===== config.mk =====
export PLATFORM = sky130hd
export DESIGN_NAME = cell_pipe_array_flat
export DESIGN_NICKNAME = d
export VERILOG_FILES = /design/src/rtl/cell_pipe_array_if.sv /design/src/rtl/cell_pipe_array.sv /design/src/flat_wrapper.sv
export SDC_FILE = /design/constraint.sdc
export NUM_CORES = 2
export LEC_CHECK = 0
export ABC_AREA = 1
export CAP_MARGIN = 20
export CORE_UTILIZATION = 29
export DETAILED_ROUTE_END_ITERATION = 6
export PLACE_DENSITY = 0.43
export SLEW_MARGIN = 5
export SYNTH_ARGS = -nofsm -noshare
export SYNTH_HDL_FRONTEND = slang
export SYNTH_SLANG_ARGS = --single-unit

===== constraint.sdc =====
create_clock -name clk -period 10.41 [get_ports clk]
set_input_delay 2.082 -clock clk [delete_from_list [all_inputs] [get_ports clk]]
set_output_delay 2.082 -clock clk [all_outputs]
set_load 0.02 [all_outputs]

===== src/rtl/cell_pipe_array_if.sv =====
// cell_pipe_array_if: input/output beat handshake bundle for cell_pipe_array
//   master: drives in_* operands plus out_ready (upstream/downstream side)
//   slave : drives in_ready and out_* results (the processor)
interface cell_pipe_array_if #(
  parameter int LANES = 4,
  parameter int CHAN_W = 8
);
  localparam int CELL_W = 3 * CHAN_W;
  logic                    in_valid;
  logic                    in_ready;
  logic [LANES*CELL_W-1:0] in_cellA;
  logic [LANES*CELL_W-1:0] in_cellB;
  logic [CHAN_W-1:0]       in_user;
  logic [2:0]              in_opcode;
  logic                    in_last;
  logic                    out_valid;
  logic                    out_ready;
  logic [LANES*CELL_W-1:0] out_cell;
  logic                    out_last;
  modport master (
    output in_valid, in_cellA, in_cellB, in_user, in_opcode, in_last, out_ready,
    input  in_ready, out_valid, out_cell, out_last
  );
  modport slave (
    input  in_valid, in_cellA, in_cellB, in_user, in_opcode, in_last, out_ready,
    output in_ready, out_valid, out_cell, out_last
  );
endinterface


===== src/rtl/cell_pipe_array.sv =====
// cell_pipe_array: two-stage LANES-wide RGB cell processor with valid/ready handshakes
//   clk, rst          : single clock, synchronous active-high reset
//   bus (slave)       : in_* operand beat in, out_* result beat out
//   sat_clr, sat_count: clipped-channel counter, present only with CELL_PIPE_SATCNT_EN
module cell_pipe_array #(
  parameter int LANES = 4,
  parameter int CHAN_W = 8
) (
  input  logic        clk,
  input  logic        rst,
`ifdef CELL_PIPE_SATCNT_EN
  input  logic        sat_clr,
  output logic [31:0] sat_count,
`endif
  cell_pipe_array_if.slave bus
);
  localparam int CELL_W = 3 * CHAN_W;
  localparam int N = 3 * LANES;
  localparam logic [CHAN_W-1:0] MAX = '1;
  logic                    w_adv;
  logic                    r_s1_valid;
  logic [LANES*CELL_W-1:0] r_a;
  logic [LANES*CELL_W-1:0] r_b;
  logic [CHAN_W-1:0]       r_user;
  logic [2:0]              r_op;
  logic                    r_s1_last;
  logic [LANES*CELL_W-1:0] w_res;
  function automatic logic [CHAN_W-1:0] op_ch(input logic [2:0] op,
                                              input logic [CHAN_W-1:0] a, b, u);
    logic [CHAN_W:0] s_ab, s_au, d_ab, d_au;
    s_ab = {1'b0, a} + {1'b0, b};
    s_au = {1'b0, a} + {1'b0, u};
    d_ab = {1'b0, a} - {1'b0, b};
    d_au = {1'b0, a} - {1'b0, u};
    // the extra MSB of each intermediate is the carry/borrow that triggers clamping
    case (op)
      3'd0:    op_ch = a;
      3'd1:    op_ch = s_ab[CHAN_W] ? MAX : s_ab[CHAN_W-1:0];
      3'd2:    op_ch = d_ab[CHAN_W] ? '0 : d_ab[CHAN_W-1:0];
      3'd3:    op_ch = s_au[CHAN_W] ? MAX : s_au[CHAN_W-1:0];
      3'd4:    op_ch = d_au[CHAN_W] ? '0 : d_au[CHAN_W-1:0];
      3'd5:    op_ch = CHAN_W'((s_ab + 1'b1) >> 1);
      3'd6:    op_ch = ~a;
      default: op_ch = (a >= u) ? MAX : '0;
    endcase
  endfunction
  assign w_adv = !bus.out_valid || bus.out_ready;
  assign bus.in_ready = rst || w_adv;
  always_comb begin
    w_res = '0;
    for (int i = 0; i < N; i++)
      w_res[i*CHAN_W +: CHAN_W] = op_ch(r_op, r_a[i*CHAN_W +: CHAN_W], r_b[i*CHAN_W +: CHAN_W], r_user);
  end
`ifdef CELL_PIPE_SATCNT_EN
  localparam int CNT_W = $clog2(N + 1);
  logic [CNT_W-1:0] w_clip_n;
  logic [CNT_W-1:0] r_clip_n;
  function automatic logic clip_ch(input logic [2:0] op, input logic [CHAN_W-1:0] a, b, u);
    clip_ch = (op == 3'd1 && ({1'b0, a} + {1'b0, b}) > {1'b0, MAX}) ||
              (op == 3'd2 && a < b) ||
              (op == 3'd3 && ({1'b0, a} + {1'b0, u}) > {1'b0, MAX}) ||
              (op == 3'd4 && a < u);
  endfunction
  always_comb begin
    w_clip_n = '0;
    for (int i = 0; i < N; i++)
      w_clip_n = w_clip_n + CNT_W'(clip_ch(r_op, r_a[i*CHAN_W +: CHAN_W], r_b[i*CHAN_W +: CHAN_W], r_user));
  end
  // clip count travels with the result so it is credited on that beat's output transfer
  always_ff @(posedge clk) begin
    if (rst) r_clip_n <= '0;
    else if (w_adv) r_clip_n <= r_s1_valid ? w_clip_n : '0;
  end
  always_ff @(posedge clk) begin
    if (rst || sat_clr) sat_count <= '0;
    else if (bus.out_valid && bus.out_ready)
      sat_count <= (sat_count > 32'hFFFF_FFFF - 32'(r_clip_n)) ? 32'hFFFF_FFFF : sat_count + 32'(r_clip_n);
  end
`endif
  always_ff @(posedge clk) begin
    if (rst) begin
      r_s1_valid    <= 1'b0;
      r_a           <= '0;
      r_b           <= '0;
      r_user        <= '0;
      r_op          <= '0;
      r_s1_last     <= 1'b0;
      bus.out_valid <= 1'b0;
      bus.out_cell  <= '0;
      bus.out_last  <= 1'b0;
    end else if (w_adv) begin
      r_s1_valid    <= bus.in_valid;
      r_a           <= bus.in_cellA;
      r_b           <= bus.in_cellB;
      r_user        <= bus.in_user;
      r_op          <= bus.in_opcode;
      r_s1_last     <= bus.in_valid && bus.in_last;
      bus.out_valid <= r_s1_valid;
      bus.out_cell  <= w_res;
      bus.out_last  <= r_s1_last;
    end
  end
endmodule


===== src/flat_wrapper.sv =====
// flat-port wrapper written by rule: the top's interface ports become plain ports
module cell_pipe_array_flat 
#(
  parameter int LANES = 4,
  parameter int CHAN_W = 8
)
  (clk, rst, bus_in_valid, bus_in_cellA, bus_in_cellB, bus_in_user, bus_in_opcode, bus_in_last, bus_out_ready, bus_in_ready, bus_out_valid, bus_out_cell, bus_out_last);
  cell_pipe_array_if #(.LANES(LANES), .CHAN_W(CHAN_W)) bus_i ();
  input  logic clk;
  input  logic rst;
  input wire logic [$bits(bus_i.in_valid)-1:0] bus_in_valid;
  input wire logic [$bits(bus_i.in_cellA)-1:0] bus_in_cellA;
  input wire logic [$bits(bus_i.in_cellB)-1:0] bus_in_cellB;
  input wire logic [$bits(bus_i.in_user)-1:0] bus_in_user;
  input wire logic [$bits(bus_i.in_opcode)-1:0] bus_in_opcode;
  input wire logic [$bits(bus_i.in_last)-1:0] bus_in_last;
  input wire logic [$bits(bus_i.out_ready)-1:0] bus_out_ready;
  output wire logic [$bits(bus_i.in_ready)-1:0] bus_in_ready;
  output wire logic [$bits(bus_i.out_valid)-1:0] bus_out_valid;
  output wire logic [$bits(bus_i.out_cell)-1:0] bus_out_cell;
  output wire logic [$bits(bus_i.out_last)-1:0] bus_out_last;
  assign bus_i.in_valid = bus_in_valid;
  assign bus_i.in_cellA = bus_in_cellA;
  assign bus_i.in_cellB = bus_in_cellB;
  assign bus_i.in_user = bus_in_user;
  assign bus_i.in_opcode = bus_in_opcode;
  assign bus_i.in_last = bus_in_last;
  assign bus_i.out_ready = bus_out_ready;
  assign bus_in_ready = bus_i.in_ready;
  assign bus_out_valid = bus_i.out_valid;
  assign bus_out_cell = bus_i.out_cell;
  assign bus_out_last = bus_i.out_last;
  cell_pipe_array #(.LANES(LANES), .CHAN_W(CHAN_W)) u_core (.clk(clk), .rst(rst), .bus(bus_i));
endmodule

==> summary.md <==
| Metric | Value |
|---|---|
| Leakage power | `20.1 nW` |
| Clk_lat worst skew | `0.64 ns` |
| Sw Pwr | `2.13 mW` |
| Drc violations | `2` |
| #FFs+latches synth | `303` |
| Crit path capture | `bus_in_ready` |
| CP arrival | `3.93 ns` |
| Most used flip-flop cell after synthesis | `dfxtp_1` |
| Final core utilization | `34.2%` |
| FILL cells | `12959` |
| Reg2reg start | `u_core.r_user[4]$_SDFFE_PP0P_` |
| Int Pwr | `2.99 mW` |
| CTS buffer count | `44` |
| Gr usage total | `23.3%` |
| Vias in the first global route | `34916` |
| Final HPWL DP | `104000 µm` |
| Worst Skew | `0.0287 ns` |
| Setup TNS | `0 ns` |
| Tot Pwr | `5.12 mW` |
| Slowest CP cell | `clkdlybuf4s50_1` |
| Register area share after synthesis | `17.9%` |
| Reg2reg end | `u_core.bus.out_cell[22]$_SDFFE_PP0P_` |
| IO Port Bufs | `306` |
| Post-CTS setup buffers | `0` |
| Failing checks | `DRC` |
| Final WL | `141000 µm` |
| Most frequent CP cell | `clkdlybuf4s50_1` |
| Measured slew at the worst slew-check pin | `0.995 ns` |
| GR peak layer | `met2` |
| Worst-case clock buffer depth | `3` |
| Max VDD drop | `0.000110 V` |
| Outcome | `finished, violations left` |
| Sw frac | `41.6%` |
| Pin count of the biggest net entering global routing | `166` |
| Gpl congestion | `0.882` |
| Met2 GRT Util | `38.0%` |
| CTS tree | `yes` |
| Count leader, synth | `nand2_1` |
| Die area | `0.118 mm²` |
| Number of DRC markers in iteration 0 | `2560` |
| Setup violations, final | `0` |
| Setup CP Type | `in2out` |
| Logic gate share of total power | `40.6%` |
| First-pass GRT wire length | `212000 µm` |
| Layout Nets | `6320` |
| Cell taking the most area after synthesis | `dfxtp_1` |
| Die Width | `344 µm` |
| Power share of the sequential group | `27.5%` |
| DR WL/cell | `19.5 µm` |
| Reg2reg setup slack | `6.82 ns` |
| Cell Area, Synth | `0.0339 mm²` |
| PwrDens | `129 mW/mm²` |
| Critical Path Fanout Max | `152` |
| CP Data Required Time | `8.33 ns` |
| Vias after detailed routing | `36168` |
| R2R cell count | `14` |
| Synth cell count leaders | `nand2_1, inv_1, o21ai_0` |
| Cts repair resizes | `0` |
| Worst Hold Class | `reg2reg` |
| Clk root buf | `clkbuf_16` |
| Setup repair after global routing missed its margin | `false` |
| Crit path time final | `6.02 ns` |
| First-pass detailed-route iteration total | `7` |
| Yosys top cell area share | `17.9%` |
| Routed vias/inst | `5.00` |
| Initial Util | `29.2%` |
| Synth warn | `0` |
| Largest delay contributor family on the critical path | `buffers and inverters` |
| Slew HR | `33.7%` |
| Hold_buf cts | `0` |
| Clock share of power | `31.9%` |
| Initial antenna violation count | `0` |
| Post-Syn Instances | `5505` |
| H-tree depth | `2` |
| Post-synth ARST share | `0%` |
| Ports | `307` |
| Syn avg cell area | `6.16 µm²` |
| CP Capture Type | `primary output` |
| Worst hold start | `u_core.r_s1_valid$_SDFFE_PP0P_` |
| CTS sink cnt | `303` |
| Global route overflow | `0` |
| Top post-synthesis cells by area | `dfxtp_1, ha_1, nand2_1` |
| Max frequency | `166 MHz` |
| CP Buf/Inv Count | `3` |
| Final worst-path cycle share | `57.8%` |
| ANT nets after route | `0` |
| Levels on crit path | `4` |
| Share of cells above drive strength 1 | `3.30%` |
| CP startpoint kind | `primary input` |
| Maxcap violations | `0` |
| GR Util met1 | `32.4%` |
| Setup crit start | `rst` |
| # rows | `125` |
| Area Growth Syn to Fin | `17.2%` |
| Grt met3 use | `2.87%` |
| Crit-path max cell delay | `0.58 ns` |
| Post-synth EDFFs | `0` |
| Crit path cell chain | `clkdlybuf4s50_1, inv_8, nand2_1, clkdlybuf4s50_1` |
| Clock transition at path regs | `0.05 ns` |
| Core area | `0.116 mm²` |
| Die Y | `344 µm` |
| Distinct cells, synth | `52` |
| Fin. Hold Viols | `0` |
| Max Transition Viols Final | `0` |
| Syn Nets | `6157` |
## layout make-up
cell class / instances / area (µm²) / share of cell area, %
multi-input cells: 4227 / 24000 / 60.5
flip-flops and latches: 303 / 6070 / 15.3
repair buffers: 344 / 3360 / 8.47
inverters: 748 / 2820 / 7.10
well taps: 1524 / 1910 / 4.80
clock buffers: 64 / 1260 / 3.17
clock inverters: 16 / 249 / 0.627
diodes: 2 / 5.00 / 0.0126
## placed cells by master, fill, tap and decap left out, drive strengths merged, types with 54 or more instances in the layout
master | netlist | layout
clkdlybuf4s50 | 0 | 306
nand3 | 483 | 483
clkbuf | 128 | 64
o21ai | 539 | 539
dfxtp | 303 | 303
nand4 | 119 | 119
a21oi | 508 | 508
nor3 | 54 | 54
xor2 | 96 | 96
inv | 747 | 746
ha | 396 | 396
nor2 | 485 | 485
nand2 | 1231 | 1231
## worst min-delay path: cells and delay by family (launching register included)
kind                   cells  cell delay [ns]
AO/OA/AOI/OAI              1             0.07
flip-flops                 1             0.30
buffers and inverters      1             0.05
## registers in the layout, summed over array words and instances, names as in the netlist
signal / cells
u_core.r_op: 3
u_core.r_s1_valid: 1
u_core.r_user: 8
u_core.bus.out_last: 1
u_core.r_a: 96
u_core.r_b: 96
u_core.bus.out_valid: 1
u_core.r_s1_last: 1
u_core.bus.out_cell: 96
## power groups by stage
| stage | Combinational (mW) | Clock [mW] | Sequential [mW] |
|---|---|---|---|
| after floorplan | 1.34 | 0 | 1.44 |
| after global placement | 2.07 | 0 | 1.44 |
| after detailed placement | 2.06 | 0 | 1.43 |
| after CTS | 2.07 | 1.69 | 1.41 |
| after global routing | 2.33 | 1.73 | 1.42 |
| final | 2.08 | 1.63 | 1.41 |
## routing by layer
layer  wire length, µm  share of wire [%]
met1             68600                 49
met2             63200                 45
met3              6340                4.5
met4              2840                2.0
met5                 0                  0
## worst min-delay path by stage
stage	endpoint	slack [ns]	cells past startpoint
floorplan	u_core.bus.out_valid$_SDFFE_PP0P_	0.44	2
global placement	u_core.r_user[0]$_SDFFE_PP0P_	0.46	2
detailed placement	u_core.r_s1_valid$_SDFFE_PP0P_	0.46	2
CTS	u_core.r_s1_valid$_SDFFE_PP0P_	0.47	2
global route	u_core.r_b[90]$_SDFFE_PP0P_	0.50	2
finish	u_core.r_s1_valid$_SDFFE_PP0P_	0.47	2
## per-stage QoR
| stage | hold WS, ns | instances | worst slack [ns] | area, µm² |
|---|---|---|---|---|
| after floorplan | 0.441 | 5505 | 5.50 | 33900 |
| after global placement | 0.460 | 7146 | 4.33 | 38200 |
| after detailed placement | 0.460 | 7146 | 4.32 | 38200 |
| after CTS | 0.472 | 7226 | 4.31 | 39700 |
| after global routing | 0.499 | 7226 | 4.22 | 39700 |
| final | 0.472 | 7228 | 4.39 | 39700 |
## cells by family after synthesis
family | after synthesis | share of synthesized area, %
flip-flops | 303 | 17.9
adder cells (fa/ha/maj) | 444 | 17.5
buffers and inverters | 975 | 11.3
AO/OA/AOI/OAI | 1222 | 19.6
AND/OR/NAND/NOR | 2445 | 30.8
XOR/XNOR | 116 | 3.00
Power figures use the tool's default switching activity.
